$ cat src/rtl/comp_n_seq_if.sv
// Request/response bundle for the sequential magnitude comparator.
// The master drives the operands and start; the slave returns status and result flags.
interface comp_n_seq_if #(
    parameter int WIDTH = 16
);
    logic             start;
    logic             signed_mode;
    logic [WIDTH-1:0] A;
    logic [WIDTH-1:0] B;
    logic             busy;
    logic             done;
    logic             A_gt_B;
    logic             A_lt_B;
    logic             A_eq_B;

    modport master (
        output start, signed_mode, A, B,
        input  busy, done, A_gt_B, A_lt_B, A_eq_B
    );

    modport slave (
        input  start, signed_mode, A, B,
        output busy, done, A_gt_B, A_lt_B, A_eq_B
    );
endinterface

$ cat src/rtl/comp_n_seq.sv
// Sequential MSB-first magnitude comparator: DIGIT bits per clock, early exit on
// the first differing digit, unsigned or two's-complement operands.

// One digit slice; flip inverts the top bit so two's-complement order maps to unsigned order.
module comp_n_seq_digit #(
    parameter int DIGIT = 2
) (
    input  logic [DIGIT-1:0] a,
    input  logic [DIGIT-1:0] b,
    input  logic             flip,
    output logic             gt,
    output logic             lt
);
    logic [DIGIT-1:0] msk;
    logic [DIGIT-1:0] fa;
    logic [DIGIT-1:0] fb;

    always_comb begin
        msk            = '0;
        msk[DIGIT-1]   = flip;
        fa             = a ^ msk;
        fb             = b ^ msk;
        gt             = (fa > fb);
        lt             = (fa < fb);
    end
endmodule

module comp_n_seq #(
    parameter int WIDTH = 16,
    parameter int DIGIT = 2
) (
    input  logic          clk,
    input  logic          rst_b,
    comp_n_seq_if.slave   bus
);
    localparam int NUM_DIG = WIDTH / DIGIT;
    localparam int KW      = (NUM_DIG > 1) ? $clog2(NUM_DIG) : 1;

    typedef enum logic [1:0] {
        IDLE   = 2'd0,
        SCAN   = 2'd1,
        FINISH = 2'd2
    } state_t;

    typedef struct packed {
        logic                              smode;
        logic [NUM_DIG-1:0][DIGIT-1:0]     a;
        logic [NUM_DIG-1:0][DIGIT-1:0]     b;
    } req_t;

    typedef struct packed {
        logic gt;
        logic lt;
        logic eq;
    } rsp_t;

    state_t          state_q;
    req_t            req_q;
    rsp_t            res_q;
    rsp_t            flags_q;
    logic [KW-1:0]   k_q;
    logic            busy_q;
    logic            done_q;

    logic [NUM_DIG-1:0] dig_gt;
    logic [NUM_DIG-1:0] dig_lt;
    logic               cur_gt;
    logic               cur_lt;

    // Every digit is compared in parallel; the scan index picks which one decides this cycle.
    for (genvar i = 0; i < NUM_DIG; i++) begin : g_dig
        comp_n_seq_digit #(.DIGIT(DIGIT)) u_dig (
            .a    (req_q.a[i]),
            .b    (req_q.b[i]),
            .flip (req_q.smode && (i == NUM_DIG - 1)),
            .gt   (dig_gt[i]),
            .lt   (dig_lt[i])
        );
    end

    assign cur_gt = dig_gt[k_q];
    assign cur_lt = dig_lt[k_q];

    always_ff @(posedge clk or negedge rst_b) begin
        if (!rst_b) begin
            state_q <= IDLE;
            req_q   <= '0;
            res_q   <= '0;
            flags_q <= '0;
            k_q     <= '0;
            busy_q  <= 1'b0;
            done_q  <= 1'b0;
        end else begin
            done_q <= 1'b0;
            case (state_q)
                IDLE: begin
                    if (bus.start) begin
                        req_q.smode <= bus.signed_mode;
                        req_q.a     <= bus.A;
                        req_q.b     <= bus.B;
                        k_q         <= KW'(NUM_DIG - 1);
                        busy_q      <= 1'b1;
                        state_q     <= SCAN;
                    end
                end
                SCAN: begin
                    if (cur_gt || cur_lt) begin
                        res_q   <= '{gt: cur_gt, lt: cur_lt, eq: 1'b0};
                        state_q <= FINISH;
                    end else if (k_q == '0) begin
                        res_q   <= '{gt: 1'b0, lt: 1'b0, eq: 1'b1};
                        state_q <= FINISH;
                    end else begin
                        k_q <= k_q - KW'(1);
                    end
                end
                FINISH: begin
                    // Flags are published only here so they hold steady between results.
                    flags_q <= res_q;
                    done_q  <= 1'b1;
                    busy_q  <= 1'b0;
                    state_q <= IDLE;
                end
                default: state_q <= IDLE;
            endcase
        end
    end

    assign bus.busy   = busy_q;
    assign bus.done   = done_q;
    assign bus.A_gt_B = flags_q.gt;
    assign bus.A_lt_B = flags_q.lt;
    assign bus.A_eq_B = flags_q.eq;
endmodule

$ cat src/flat_wrapper.sv
// flat-port wrapper written by rule: the top's interface ports become plain ports
module comp_n_seq_flat 
#(
    parameter int WIDTH = 16,
    parameter int DIGIT = 2
)
  (clk, rst_b, bus_start, bus_signed_mode, bus_A, bus_B, bus_busy, bus_done, bus_A_gt_B, bus_A_lt_B, bus_A_eq_B);
  comp_n_seq_if #(.WIDTH(WIDTH)) bus_i ();
  input  logic clk;
  input  logic rst_b;
  input wire logic [$bits(bus_i.start)-1:0] bus_start;
  input wire logic [$bits(bus_i.signed_mode)-1:0] bus_signed_mode;
  input wire logic [$bits(bus_i.A)-1:0] bus_A;
  input wire logic [$bits(bus_i.B)-1:0] bus_B;
  output wire logic [$bits(bus_i.busy)-1:0] bus_busy;
  output wire logic [$bits(bus_i.done)-1:0] bus_done;
  output wire logic [$bits(bus_i.A_gt_B)-1:0] bus_A_gt_B;
  output wire logic [$bits(bus_i.A_lt_B)-1:0] bus_A_lt_B;
  output wire logic [$bits(bus_i.A_eq_B)-1:0] bus_A_eq_B;
  assign bus_i.start = bus_start;
  assign bus_i.signed_mode = bus_signed_mode;
  assign bus_i.A = bus_A;
  assign bus_i.B = bus_B;
  assign bus_busy = bus_i.busy;
  assign bus_done = bus_i.done;
  assign bus_A_gt_B = bus_i.A_gt_B;
  assign bus_A_lt_B = bus_i.A_lt_B;
  assign bus_A_eq_B = bus_i.A_eq_B;
  comp_n_seq #(.WIDTH(WIDTH), .DIGIT(DIGIT)) u_core (.clk(clk), .rst_b(rst_b), .bus(bus_i));
endmodule
$ cat config.mk
export PLATFORM = sky130hd
export DESIGN_NAME = comp_n_seq_flat
export DESIGN_NICKNAME = d
export VERILOG_FILES = /design/src/rtl/comp_n_seq_if.sv /design/src/rtl/comp_n_seq.sv /design/src/flat_wrapper.sv
export SDC_FILE = /design/constraint.sdc
export NUM_CORES = 1
export LEC_CHECK = 0
export ABC_AREA = 1
export ABC_CLOCK_PERIOD_IN_PS = 2300
export CAP_MARGIN = 20
export CORE_MARGIN = 5
export CORE_UTILIZATION = 45
export DETAILED_ROUTE_END_ITERATION = 10
export GPL_ROUTABILITY_DRIVEN = 0
export PLACE_DENSITY = 0.69
export SYNTH_ARGS = -nofsm -noshare
export SYNTH_HDL_FRONTEND = slang
export SYNTH_SLANG_ARGS = --single-unit
$ cat constraint.sdc
create_clock -name clk -period 2.3 [get_ports clk]
set_clock_uncertainty 0.15 [all_clocks]
set_input_delay 0.345 -clock clk [delete_from_list [all_inputs] [get_ports clk]]
set_output_delay 0.345 -clock clk [all_outputs]
set_load 0.005 [all_outputs]
==> flow_summary_export.csv <==
group,metric,value,unit
sta,hold_viol,0,
power,ir_drop,617,µV
global_routing,grtUsageTotal,0.132,
flow_run,max_cap_violations,0,
route,drc_errors,0,
critical_path,crit_slowest_cell,"dfrtp_1",
min_path,hp-class,"register to register",
critical_path,worst-r2r-cell-count,12,
min_path,hold_end,"u_core.bus.busy",
cts,cts_root_buffer,"clkbuf_8",
sta,period_minus_slack,1.91,ns
cells_and_area,fill_cells,474,
cts,clock_path_buffers,2,
power,seq_power_share,0.350,
power,intPower,2.39,mW
synthesis,netlist_instances,249,
floorplan,core_region_area,5170,µm²
cts,numClockSinks,46,
synthesis,yosysWarnings,0,
critical_path,cpLargestDelayFamily,"simple AND/OR/NAND/NOR gates",
power,swShare,0.401,
synthesis,async_reset_ff_frac,1.00,
global_routing,grt_pass1_vias,1701,
synthesis,synth_cell_type_count,28,
synthesis,synth_area,2420,µm²
synthesis,ys.flop_type,"dfrtp_1",
sta,min_period_over_period,0.832,
critical_path,r2r_setup_slack,0.39,ns
cts,numCtsBuffers,5,
route,detail_route.first_pass.iterations,4,
sta,finalSetupViolCount,0,
floorplan,rows,26,
sta,tns,0,ns
power,p_per_area,1350,nW/µm²
cells_and_area,syn_to_final_growth,22.5,%
critical_path,reg2reg_from,"u_core.req_q[32]",
critical_path,crit_fanout,4,
placed_design,port_buffers,40,
floorplan,die_y,83.3,µm
critical_path,cp_slowest_stage_delay,0.41,ns
floorplan,start_util,0.468,
route,vias,1677,
synthesis,syn_area_per_cell,9.71,µm²
cts,clock_latency,0.30,ns
sta,worst_slew_pin_slew,0.529,ns
cells_and_area,layout-drive-gt1-share,0.105,
route,postRouteAntennaNets,0,
synthesis,synth-seq-area-share,0.476,
cells_and_area,finish.utilization,0.573,
route,avgViaCountPerCell,4.59,
cts,cts-htree-levels,2,
critical_path,critPathBufInv,1,
floorplan,io_pins,41,
critical_path,crit_required,2.34,ns
placed_design,dp_hpwl,3110,µm
run_status,status,"complete, no violations",
critical_path,startpoint_type,"register",
cts,cts_resized,0,
route,drtIter0Drc,50,
min_path,hp-start,"u_core.bus.busy",
min_path,holdPathStages,2,
global_routing,antenna_found_initial,0,
critical_path,reg2reg_to,"u_core.res_q[1]",
sta,rsz0062_at_grt,"no",
critical_path,end_kind,"register",
critical_path,path_cells,"xor2_1, ha_1, inv_1, o21bai_4, nand2_1, nand3_1, nand3_1, nand2_2, nand3_1, nand2_2, nand3_1, nand2_1",
sta,fmax,523,MHz
sta,drv_slew,0,
critical_path,cp.arrival,1.95,ns
floorplan,die_area,6940,µm²
global_routing,grt_pass1_wl,7650,µm
cells_and_area,diodes,0,
synthesis,synth_fp_nets,303,
synthesis,synth_enable_flop_cells,0,
floorplan,die_w,83.3,µm
route,drt-wirelength-per-cell,11.2,µm
cells_and_area,finalNetCount,348,
power,switching_power,1.60,mW
global_routing,grt_max_degree,51,
global_routing,overflow,0,
cts,clk_pin_slew,0.08,ns
sta,max_slew_margin,0.647,
power,comb_power_share,0.524,
power,pwr-share-clk,0.125,
power,p_leak,1.47,nW
route,wirelength,4090,µm
synthesis,synth.ff_latch_count,46,
cts,cts_tree,"done",
critical_path,cpMostUsedCell,"nand3_1",
critical_path,critical_path_class,"register to register",
-- cell usage after synthesis, types with 2 or more instances --
cell,count,area share
nand2_4,2,0.0093
inv_2,2,0.0031
ha_1,18,0.093
nand2_1,52,0.081
nand2_2,2,0.0052
o21bai_2,2,0.0093
mux2_1,14,0.065
nand3_2,3,0.012
a21oi_1,16,0.033
nand3_1,24,0.050
dfrtp_1,46,0.48
nor2_1,17,0.026
mux2_2,4,0.019
buf_2,2,0.0041
inv_1,32,0.050
-- stage by stage --
stage                     power, mW  cell area, µm²  setup WS, ns  hold slack, ns  instances
final                          3.99            2960         0.387           0.326        365
after global routing           4.48            2960         0.197           0.346        365
after CTS                      4.08            2960         0.371           0.331        365
after detailed placement       3.55            2860         0.376           0.193        356
after global placement         3.48            2860         0.383           0.184        356
after floorplan                3.09            2420         0.505          -0.101        249
-- worst reg2reg max path: stages (launching register included) --
cell	delay, ns
dfrtp_1	0.41
xor2_1	0.17
ha_1	0.31
inv_1	0.10
o21bai_4	0.06
nand2_1	0.06
nand3_1	0.06
nand3_1	0.12
nand2_2	0.09
nand3_1	0.09
nand2_2	0.07
nand3_1	0.08
nand2_1	0.05
-- layer usage --
layer,track usage,vias to the layer above,share of wire
met4,0.0446,0,0.016
met5,0,-,0
met3,0.0386,6,0.053
li1,-,882,-
met1,0.160,759,0.48
met2,0.225,30,0.46
-- layout make-up --
| class | instances | area [µm²] | share of cell area |
|---|---|---|---|
| Tap cell | 70 | 87.6 | 0.0296 |
| Multi-Input combinational cell | 162 | 1060 | 0.358 |
| Clock buffer | 7 | 86.3 | 0.0291 |
| Inverter | 35 | 145 | 0.0490 |
| Clock inverter | 1 | 5.00 | 0.00169 |
| Timing Repair Buffer | 44 | 428 | 0.144 |
| Sequential cell | 46 | 1150 | 0.389 |
-- what timing repair did --
item                      in CTS  in global routing
buffers inserted               0                  0
hold buffers                   1                  0
hold endpoints to repair      21                  0
-- cells by family (layout without fill, tap and decap cells) --
group                    Yosys count  in the layout  synth area share
buffers and inverters             41             87            0.0859
flip-flops                        46             46             0.476
XOR/XNOR                           2              2           0.00724
multiplexers                      18             18            0.0838
AND/OR/NAND/NOR                  102            102             0.195
adder cells (fa/ha/maj)           18             18            0.0931
AO/OA/AOI/OAI                     22             22            0.0590
-- state kept, by name, summed over array words and instances, names as in the netlist --
register	count
u_core.bus.A_eq_B	1
u_core.bus.A_gt_B	1
u_core.bus.A_lt_B	1
u_core.bus.busy	1
u_core.bus.done	1
u_core.k_q	3
u_core.req_q	33
u_core.res_q	3
u_core.state_q	2
-- power by group through the flow --
stage	Sequential (mW)	Combinational, mW	Clock [mW]
floorplan	1.37	1.72	0
global placement	1.41	2.07	0
detailed placement	1.43	2.13	0
CTS	1.41	2.14	0.525
global route	1.45	2.48	0.552
finish	1.40	2.09	0.501
-- layout by cell type (no fill, tap or decap), types with 2 or more instances in the layout --
cell type        count
nor2_1              17
buf_4                3
inv_1               32
ha_1                18
nand2_4              2
dfrtp_1             46
o21bai_2             2
mux2_1              14
nand3_2              3
clkbuf_8             6
nand2_2              2
a21oi_1             16
nand2_1             52
inv_2                2
clkdlybuf4s50_1     39
mux2_2               4
nand3_1             24
-- worst max-delay path by stage --
stage                     start          endpoint  slack, ns  depth (start not counted)
3_3_place_gp          bus_start  u_core.req_q[32]       0.38                          3
3_5_place_dp          bus_start     u_core.k_q[2]       0.38                          6
5_1_grt        u_core.req_q[32]   u_core.res_q[2]       0.20                         11
2_1_floorplan  u_core.req_q[32]   u_core.res_q[1]       0.51                         12
6_report       u_core.req_q[32]   u_core.res_q[1]       0.39                         12
4_1_cts        u_core.req_q[32]   u_core.res_q[1]       0.37                         11
Power figures use the tool's default switching activity.
